**src/rtl/serial_rx_fifo.sv**
```systemverilog
// Show-ahead receive FIFO behind a serial receiver: captures one word per rising
// edge of in_next_word (when enabled) and flags words dropped while full.
module serial_rx_fifo #(
    parameter int BITS      = 8,
    parameter int ADDR_BITS = 4
) (
    input  logic                 in_clk,
    input  logic                 in_rst,
    input  logic                 in_enable,
    input  logic [BITS-1:0]      in_parallel,
    input  logic                 in_next_word,
    input  logic                 in_read,
    input  logic                 in_clear_overflow,
    output logic [BITS-1:0]      out_parallel,
    output logic                 out_valid,
    output logic                 out_empty,
    output logic                 out_full,
    output logic [ADDR_BITS:0]   out_count,
    output logic                 out_overflow
);

    localparam int DEPTH = 1 << ADDR_BITS;
    localparam logic [ADDR_BITS:0] COUNT_MAX = (ADDR_BITS+1)'(DEPTH);

    logic [BITS-1:0]      mem [DEPTH];
    logic [ADDR_BITS-1:0] wr_ptr;
    logic [ADDR_BITS-1:0] rd_ptr;
    logic [ADDR_BITS:0]   count;
    logic                 last_next_word;
    logic                 overflow;

    logic capture;
    logic pop;
    logic wr_en;
    logic drop;

    assign out_empty = (count == '0);
    assign out_full  = (count == COUNT_MAX);
    assign out_valid = ~out_empty;
    assign out_count = count;
    assign out_overflow = overflow;
    assign out_parallel = mem[rd_ptr];

    // A full FIFO still accepts a capture when the same cycle frees a slot.
    assign capture = in_next_word & ~last_next_word & in_enable;
    assign pop     = in_read & ~out_empty;
    assign wr_en   = capture & (~out_full | pop);
    assign drop    = capture & out_full & ~pop;

    // NOTE: storage has no reset; emptiness is defined purely by the pointers and count.
    always_ff @(posedge in_clk) begin
        if (wr_en) begin
            mem[wr_ptr] <= in_parallel;
        end
    end

    // NOTE: all sequential state uses non-blocking assignments so every register
    // sees the pre-edge values of the others.
    always_ff @(posedge in_clk or negedge in_rst) begin
        if (!in_rst) begin
            last_next_word <= 1'b1;
            wr_ptr         <= '0;
            rd_ptr         <= '0;
            count          <= '0;
            overflow       <= 1'b0;
        end else begin
            last_next_word <= in_next_word;
            if (wr_en) begin
                wr_ptr <= wr_ptr + 1'b1;
            end
            if (pop) begin
                rd_ptr <= rd_ptr + 1'b1;
            end
            case ({wr_en, pop})
                2'b10:   count <= count + 1'b1;
                2'b01:   count <= count - 1'b1;
                default: count <= count;
            endcase
            // A drop in the same cycle as a clear request leaves the flag set.
            if (drop) begin
                overflow <= 1'b1;
            end else if (in_clear_overflow) begin
                overflow <= 1'b0;
            end
        end
    end

endmodule
```
**config.mk**
```make
export PLATFORM = sky130hd
export DESIGN_NAME = serial_rx_fifo
export DESIGN_NICKNAME = d
export VERILOG_FILES = /design/src/rtl/serial_rx_fifo.sv
export SDC_FILE = /design/constraint.sdc
export NUM_CORES = 1
export LEC_CHECK = 0
export CAP_MARGIN = 10
export CORE_UTILIZATION = 59
export CTS_CLUSTER_SIZE = 25
export DETAILED_ROUTE_END_ITERATION = 16
export GPL_TIMING_DRIVEN = 0
export PLACE_DENSITY_LB_ADDON = 0.05
export SLEW_MARGIN = 20
export SYNTH_ARGS = -nofsm -noshare
export SYNTH_HDL_FRONTEND = slang
export SYNTH_SLANG_ARGS = --single-unit
```
**constraint.sdc**
```tcl
create_clock -name in_clk -period 3.4 [get_ports in_clk]
set_input_delay 0.68 -clock in_clk [delete_from_list [all_inputs] [get_ports in_clk]]
set_output_delay 0.68 -clock in_clk [all_outputs]
set_load 0.05 [all_outputs]
```
---- After elaboration in Yosys (flattened, before gate mapping) ----
Memories as Yosys holds them, arrays and structs flattened.
Index checks and enable logic that the tools add are counted.
storage, ports and cells
  flip-flop bits (word level) ............. 15
  bits in latches ......................... 0
  memory bits (writable) .................. 128
  ROM bits ................................ 0
  output and inout bits ................... 17
  logic and storage cells ................. 32
  memories ................................ 1
memories
  name  depth  width  read ports  clocked after Yosys merged registers in  write ports  RTL line  text
  mem   16     8      1           0                                        1            25        logic [BITS-1:0] mem [DEPTH];
operators by class
  add/sub/neg operators ................... 4
  multipliers ............................. 0
  divide/modulo/power cells ............... 0
  $lt $le $gt $ge ......................... 0
  equal/unequal tests ..................... 3
  shift operators ......................... 0
  muxes and demuxes ....................... 5
  bitwise operators ....................... 11
  reduce and logical (&&, ||, !) cells .... 3
operator list
  operator                                                                count
  5-bit case mux with 2 select lines                                      1
  4-bit by 1-bit adder with 4-bit output (second input constant)          2
  1-bit bitwise AND                                                       6
  5-bit by 1-bit adder with 5-bit output (second input constant)          1
  5-bit equality test (second input constant)                             1
  5-bit logical NOT                                                       1
  5-bit by 1-bit subtractor with 5-bit output (second input constant)     1
  1-bit two-way mux                                                       4
  1-bit inverter                                                          4
  2-bit nonzero test                                                      2
  2-bit by 1-bit equality test with 1-bit output (second input constant)  1
  2-bit equality test (second input constant)                             1
  1-bit OR                                                                1

---- Logic depth before layout (Yosys ltp) ----
Gate-level depths: netlist of run 1.
  depth after elaboration ................. 7
  gate-level depth with buffers ........... 9
  gate-level depth less buffers ........... 8

---- Least setup slack after synthesis of run 1 ----
Ideal clock, no wire load.
  path kind ............................... register to register
  from .................................... reg count[1], in the netlist out_count[1]
  to ...................................... reg count[4], in the netlist out_count[4]
  library setup time ...................... 0.097 ns
  data arrival time ....................... 2.606 ns
  setup slack ............................. 0.698 ns
  cell stages (with the launch flop) ...... 9
  path buffers ............................ 0
  path through ............................ dfrtp_1 or4_4 o211ai_4 inv_1 ha_1 or2_2 o22a_1 o31a_1 o221ai_1
between the ends
  word-level cells in the longest chain between the ends .. 7
  elaborated cells between the ends (all ways) .. 13
  those cells by class .................... 2 x add/sub; 3 x eq/ne; 1 x mux; 5 x bitwise; 2 x reduce/logical
RTL lines
  what                                                                                   RTL line  text
  start: declaration                                                                     28        logic [ADDR_BITS:0] count;
  start signal: assignment                                                               75        2'b10: count <= count + 1'b1;
  start signal: assignment                                                               76        2'b01: count <= count - 1'b1;
  start signal: assignment                                                               77        default: count <= count;
  5-bit logical NOT                                                                      37        assign out_empty = (count == '0);
  1-bit inverter                                                                         46        assign pop = in_read & ~out_empty;
  1-bit bitwise AND                                                                      46
  1-bit OR                                                                               47        assign wr_en = capture & (~out_full | pop);
  1-bit bitwise AND                                                                      47
  2-bit by 1-bit equality test with 1-bit output or 2-bit equality test (tied branches)  74        case ({wr_en, pop})
  5-bit case mux with 2 select lines or 2-bit nonzero test (tied branches)               -
Several ways; a longest one is shown, not always the timed one.
A chain may end at the register's enable or synchronous reset.

---- Final worst setup path of run 1 ----
  from .................................... reg rd_ptr[0]
  to ...................................... out out_parallel[3]
between the ends
  word-level cells in the longest chain between the ends .. 1
RTL lines
  what                      RTL line  text
  start: declaration        27        logic [ADDR_BITS-1:0] rd_ptr;
  start signal: assignment  72        rd_ptr <= rd_ptr + 1'b1;
  memory read 16 x 8 bit    -
  end: declaration          14        output logic [BITS-1:0] out_parallel,
Every way passes these cells.

==> qor.csv, run 1 <==
stage;metric;value;unit
floorplan;starting density of the core;62.07;%
placed_design;worst setup slack after placement;-0.1792;ns
placed_design;# port buffers;30;
route;antenna viol nets, final;0;
power;leakage component of the power;0.002338;uW
synthesis;share of the synthesized area in compound gates (AO/OA/AOI/OAI);4.689;%
synthesis;combinational family with the most area after synthesis;multiplexers;
sta;worst clock skew;0.007672;ns
setup_path;maximum fanout along the worst path;10;
synthesis;Ys Warns;0;
clock_tree;clock transition time at the flip-flop clock pins of the worst setup and hold paths;0.06;ns
sta;final-report max-slew violation count;0;
clock_tree;H-tree levels;4;
setup_path;CP Launch Type;register;
setup_path;class of the most critical setup path;register to output pin;
setup_path;Cell Chain, Critical Path;buf_4, buf_6, mux4_2, a22oi_1, nand2_1, dlygate4sd2_1;
floorplan;die footprint;0.01031;mm^2
synthesis;Synth Flop Type;edfxtp_1;
route;via density per instance;6.047;
sta;RSZ-0062 raised after global routing;no;
synthesis;synthesized-area fraction occupied by xor and xnor cells;1.499;%
global_routing;wire length of the first global-routing pass;17120;um
placed_design;area post-placement;0.006306;mm^2
route;total via count after detailed routing;2981;
global_routing;via count of the first global-routing pass;3030;
route;# DRC;0;
sta;max-slew headroom at the worst pin;52.41;%
clock_tree;number of buffers created by CTS;17;
sta;Min Clock Period, post-route;3.300;ns
synthesis;adder-cell area share of the yosys netlist;2.055;%
setup_path;required time of the critical path;2.72;ns
finish;final layout net count;374;
status;outcome;completed;
floorplan;io pins;31;
floorplan;Core Region;0.009415;mm^2
setup_path;category of the worst setup path capture point;output pin;
finish;Diodes inserted;0;
placed_design;half-perimeter wire length of the detailed placement result;7298;um
setup_path;endpoint arrival time on the critical path;2.62;ns
global_routing;pin count of the biggest net entering global routing;17;
floorplan;# rows;35;
sta;count of final hold-check violations;0;
clock_tree;Clock Sinks;143;
clock_tree;clock insertion delay at the later pin of the skew report;0.52;ns
sta;final number of setup-violating endpoints;0;
power;power per standard cell area;871.7;mW/mm^2
route;post-detailed-route wirelength per cell;22.71;um
global_routing;number of antenna violations at the first check in global routing;0;
sta;Final TNS setup;0;ns
route;Pre-antenna DRT Iters;6;
synthesis;portion of the post-synthesis area used by sequential elements;72.21;%
sta;transition time at the pin with the least slew margin;0.7116;ns
power;VDD IR-drop max;0.6196;mV
sta;Setup WS post-layout;0.1001;ns
clock_tree;count of buffers added by post-CTS timing repair for setup;0;
clock_tree;root cell of the clock tree;clkbuf_8;
finish;area occupied by multi-input gates;0.001530;mm^2
floorplan;Chip Height;101.5;um
run;max-cap viol count;0;
floorplan;die width;101.5;um
clock_tree;TritonCTS clock tree;done;
placed_design;weighted congestion reported at the end of routability-driven placement;0.7650;
synthesis;number of flops mapped to enable cells by yosys;128;
setup_path;largest stage delay on the critical path;0.53;ns
route;total wire length after detailed routing;11200;um
synthesis;area share of and/or/nand/nor cells after synthesis;5.245;%
finish;Area growth, synth to finish;17.36;%
synthesis;number of unique standard cell types used by synthesis;44;
setup_path;slowest stage cell, crit path;mux4_2;
synthesis;Yosys reg bits;143;
finish;register area;0.004222;mm^2
finish;# fillers;585;
route;detailed router's first-iteration violation count;214;
synthesis;area of the mapped netlist;0.005844;mm^2
sta;maximum clock rate;303.0;MHz
synthesis;post-synthesis async set-or-reset flop share;10.49;%
synthesis;cell count after synthesis;303;
sta;part of the cycle the worst path needs;97.06;%
synthesis;multiplexer share of the synthesized area;12.70;%
min_path;hold crit path type;register to register;
synthesis;synthesized area divided by synthesized cell count;19.29;um^2
global_routing;total global-route track usage;24.28;%
synthesis;synthesized net count;326;
finish;proportion of layout cells with a drive suffix above 1;22.25;%
finish;Non-Filler Cell Area, Final;0.006859;mm^2
global_routing;Congestion Overflow GR;0;
clock_tree;maximum clock insertion buffer count;2;
-- through the flow --
step	hold WS, ns	instances	power (uW)	utilization (%)
after floorplan	0.3844	303	3736	-
after global placement	0.5278	462	4336	66.98
after detailed placement	0.5473	462	4385	66.98
after CTS	0.5599	493	6034	72.88
after global routing	0.5854	493	6237	72.85
final	0.5533	493	5979	72.85
-- cells in the final DEF, fill, tap and decap left out, types with 2 or more instances in the layout --
master and instances:
and4_1 4, buf_2 3, buf_6 2, edfxtp_1 128
nor2_1 2, buf_1 2, and2_1 13, nand2_1 14
buf_4 2, nor2b_1 3, ha_1 8, and3b_1 2
xnor2_1 9, clkinvlp_4 3, clkinv_1 2, nand4_1 2
inv_6 5, a22o_1 2, clkbuf_16 16, a22oi_1 16
clkbuf_2 3, a21oi_1 3, mux4_2 32, dfrtp_1 13
o221ai_1 2, dlygate4sd2_1 5, o211ai_1 3, clkbuf_1 3
inv_1 9, clkdlybuf4s50_1 22
-- sequential cells by signal, indices dropped and copies added (netlist names) --
signal          flops
last_next_word      1
mem               128
out_count           5
out_overflow        1
rd_ptr              4
wr_ptr              4
-- worst max-delay path: cells and delay by family (launching register included) --
| family | cells | cell delay [ns] |
|---|---|---|
| buffers and inverters | 3 | 0.84 |
| multiplexers | 1 | 0.53 |
| flip-flops | 1 | 0.35 |
| AO/OA/AOI/OAI | 1 | 0.29 |
| AND/OR/NAND/NOR | 1 | 0.08 |
-- where the power goes --
part | internal (uW) | leakage, uW | switching [uW]
sequential | 2040 | 0.00133 | 145
combinational | 843 | 0.000747 | 1260
clock | 979 | 0.000260 | 713
total | 3860 | 0.00234 | 2120
-- synthesized netlist by cell type (all sizes together), types with 2 or more instances --
cell	n	area share, %
edfxtp	128	66
buf	9	0.71
nand2	14	0.90
o21ai	2	0.24
nand4	2	0.21
a21oi	3	0.26
a22o	2	0.30
xnor2	9	1.3
and4	4	0.60
dfrtp	14	6.0
o221ai	2	0.30
nor2b	3	0.32
inv	9	0.58
mux4	32	12
o211ai	4	0.75
and3b	2	0.30
ha	8	1.7
and2	13	1.4
a22oi	16	2.1
clkbuf	5	0.32
nor2	2	0.13
-- metal layers --
layer	share of wire, %	track usage (%)
met5	0	0
met4	0.98	9.365
met1	41	32.66
met2	52	39.35
met3	6.2	5.314
-- cell type report --
| class | instances | share of cell area [%] |
|---|---|---|
| Tap cell | 129 | 2.353 |
| Timing Repair Buffer | 30 | 4.159 |
| Multi-Input combinational cell | 137 | 22.31 |
| Buffer | 13 | 1.167 |
| Inverter | 9 | 0.4925 |
| Sequential cell | 143 | 61.55 |
| Clock buffer | 18 | 6.093 |
| Clock inverter | 14 | 1.879 |
-- cell families after synthesis --
| logic type | count (synthesis) |
|---|---|
| buffers and inverters | 23 |
| AOI/OAI and AO/OA | 35 |
| muxes | 34 |
| adders and majority gates | 9 |
| and+or+nand+nor | 49 |
| xor gates and xnor gates | 10 |
| DFF | 143 |
-- repair_timing --
item	in CTS	in global routing
endpoints found under the setup margin	8	6
hold buffers	0	0
resized for setup	19	6
-- final timing paths --
kind | startpoint | endpoint | depth (start not counted) | slack [ns]
max reg2reg | out_count[1] | out_count[4] | 8 | 0.71
max in group asynchronous | in_rst | rd_ptr[1] | 1 | 2.31
max | rd_ptr[0] | out_parallel[3] | 6 | 0.10
min | out_overflow | out_overflow | 2 | 0.55
min in group asynchronous | in_rst | out_count[4] | 1 | 0.59
min reg2reg | out_overflow | out_overflow | 2 | 0.55
No activity file was read; power rests on OpenSTA's default activity.
==> run 2, diff against run 1 <==
--- a/config.mk
+++ b/config.mk
@@ -11,5 +11,5 @@
 export DETAILED_ROUTE_END_ITERATION = 16
 export GPL_TIMING_DRIVEN = 0
-export PLACE_DENSITY_LB_ADDON = 0.05
+export PLACE_DENSITY = 0.79
 export SLEW_MARGIN = 20
 export SYNTH_ARGS = -nofsm -noshare
==> constraint.sdc (replaced) <==
create_clock -name in_clk -period 3.4 [get_ports in_clk]
set_input_delay 0.85 -clock in_clk [delete_from_list [all_inputs] [get_ports in_clk]]
set_output_delay 0.85 -clock in_clk [all_outputs]
set_load 0.05 [all_outputs]
==> run 2 against run 1 <==
Net effect:
- sequential cell count did not move
- largest cell class unchanged
- combinational power rose by 2%
- count of clock-buffer cells in the layout fell by 1
- clock power rose by 10%
- sequential share of layout area fell by 0.49 points
- routed wire length rose by 1.9%
- first-iteration DRC count rose by 46%
==> qor.csv, run 2 (synthesized netlist as in run 1, its figures left out) <==
stage;metric;value;unit
floorplan;# rows;35;
min_path;start point of the worst min-delay path;out_overflow;
setup_path;Reg-to-Reg End;out_count[4];
global_routing;total global-route track usage;25.38;%
finish;top library cells by usage in the layout, fill and taps aside;128 x edfxtp_1, 32 x mux4_2, 20 x clkdlybuf4s50_1, 16 x clkbuf_16, 15 x a22oi_1;
min_path;destination of the worst hold path;out_overflow;
global_routing;Congestion Overflow GR;0;
power;VDD IR-drop max;0.6264;mV
route;Pre-antenna DRT Iters;5;
clock_tree;clock insertion delay at the later pin of the skew report;0.52;ns
sta;final number of setup-violating endpoints;0;
finish;Non-Filler Cell Area, Final;0.006912;mm^2
setup_path;endpoint arrival time on the critical path;2.46;ns
sta;transition time at the pin with the least slew margin;0.7077;ns
finish;Diodes inserted;0;
finish;# fillers;560;
sta;max-slew headroom at the worst pin;52.67;%
placed_design;# port buffers;30;
setup_path;slowest stage cell, crit path;mux4_2;
setup_path;largest stage delay on the critical path;0.52;ns
min_path;hold crit path type;register to register;
placed_design;half-perimeter wire length of the detailed placement result;7178;um
finish;final layout net count;374;
finish;most frequent standard cell in the layout excluding fill and tap cells;edfxtp_1;
power;Switching Power;2172;uW
clock_tree;Clock Sinks;143;
floorplan;die footprint;0.01031;mm^2
setup_path;Buffers & Inverters on Critical Path;3;
setup_path;required time of the critical path;2.55;ns
sta;RSZ-0062 raised after global routing;no;
power;leakage component of the power;0.002378;uW
route;total wire length after detailed routing;11410;um
global_routing;wire length of the first global-routing pass;17760;um
route;total via count after detailed routing;3038;
setup_path;CP Launch Type;register;
power;power per standard cell area;894.4;mW/mm^2
clock_tree;TritonCTS clock tree;done;
setup_path;length in cells of the worst reg-to-reg path;8;
finish;proportion of layout cells with a drive suffix above 1;24.45;%
sta;part of the cycle the worst path needs;97.48;%
finish;Largest register FFs;128;
sta;worst clock skew;0.005728;ns
placed_design;weighted congestion reported at the end of routability-driven placement;0.7363;
finish;area occupied by multi-input gates;0.001535;mm^2
sta;Min Clock Period, post-route;3.314;ns
power;part of the power in the clock network;30.1;%
clock_tree;H-tree levels;4;
floorplan;die width;101.5;um
status;outcome;completed;
route;post-detailed-route wirelength per cell;23.15;um
finish;Util after Layout;73.41;%
clock_tree;root cell of the clock tree;clkbuf_8;
route;# DRC;0;
power;combinational power share;34.8;%
power;Design Power;6182;uW
global_routing;pin count of the biggest net entering global routing;17;
power;cell-internal power;4009;uW
clock_tree;number of buffers created by CTS;17;
setup_path;launch point of the worst reg-to-reg path;out_count[1];
sta;count of final hold-check violations;0;
floorplan;Chip Height;101.5;um
setup_path;maximum fanout along the worst path;10;
setup_path;category of the worst setup path capture point;output pin;
placed_design;area post-placement;0.006306;mm^2
sta;maximum clock rate;301.7;MHz
route;via density per instance;6.162;
setup_path;Cell Chain, Critical Path;buf_4, buf_8, mux4_2, a22oi_1, nand2_1, clkdlybuf4s15_2;
floorplan;io pins;31;
setup_path;reg2reg setup slack;0.74;ns
clock_tree;clock transition time at the flip-flop clock pins of the worst setup and hold paths;0.06;ns
route;detailed router's first-iteration violation count;312;
run;max-cap viol count;0;
route;antenna viol nets, final;0;
setup_path;class of the most critical setup path;register to output pin;
finish;Area growth, synth to finish;18.26;%
power;Sw Ratio;35.14;%
clock_tree;maximum clock insertion buffer count;2;
finish;Most flops, register;mem;
global_routing;via count of the first global-routing pass;3184;
power;relative contribution of sequential cells to total power;35.1;%
min_path;depth of the worst hold-timing path;2;
global_routing;number of antenna violations at the first check in global routing;0;
setup_path;kind of cell adding the most delay to the critical path;buffers and inverters;
sta;final-report max-slew violation count;0;
clock_tree;cts hold-fix bufs;0;
finish;register area;0.004220;mm^2
floorplan;Core Region;0.009415;mm^2
floorplan;starting density of the core;62.07;%
==> run 2: timing repair <==
action	CTS	global route
setup endpoints to repair	10	5
buffers inserted	0	0
resized for setup	47	5
==> run 2: final cells by class <==
cell class / count / area share [%]
Multi-Input combinational cell: 137 / 22.21
Buffer: 13 / 1.303
Clock inverter: 15 / 2.697
Sequential cell: 143 / 61.06
Clock buffer: 17 / 5.992
Tap cell: 129 / 2.335
Inverter: 9 / 0.4888
Timing Repair Buffer: 30 / 3.910
==> run 2: worst max-delay path by stage <==
stage | start | to | slack (ns) | depth (start not counted)
2_1_floorplan | out_count[1] | out_full | 0.61 | 2
3_3_place_gp | rd_ptr[1] | out_parallel[0] | -0.32 | 6
3_5_place_dp | rd_ptr[1] | out_parallel[0] | -0.34 | 6
4_1_cts | rd_ptr[0] | out_parallel[0] | -0.06 | 6
5_1_grt | rd_ptr[0] | out_parallel[5] | 0.003 | 6
6_report | rd_ptr[0] | out_parallel[3] | 0.09 | 6
==> run 2: routing by layer <==
layer  track usage (%)  wire (um)
met3             7.453        836
met2             39.76       5759
met1             32.47       4458
met5                 0          0
met4             13.49        358
==> run 2: worst min-delay path: stages (launching register included) <==
cell and delay (ns):
dfrtp_1 0.38, inv_1 0.06, o32ai_1 0.07
==> run 2: power by group through the flow <==
stage               Combinational [uW]  Sequential [uW]  Clock [uW]
finish                            2150             2170        1860
global route                      2290             2190        1950
CTS                               2180             2170        1880
detailed placement                2190             2190           0
global placement                  2150             2180           0
floorplan                         1470             2260           0
==> run 2: through the flow <==
stage / std cells / worst slack [ns] / hold WS [ns] / setup TNS, ns
finish: 493 / 0.08557 / 0.5542 / 0
detailed placement: 462 / -0.3412 / 0.5424 / -2.044
floorplan: 303 / 0.6137 / 0.4932 / 0
global route: 493 / 0.003399 / 0.5819 / 0
CTS: 493 / -0.06034 / 0.5586 / -0.06034
global placement: 462 / -0.3220 / 0.5213 / -1.661
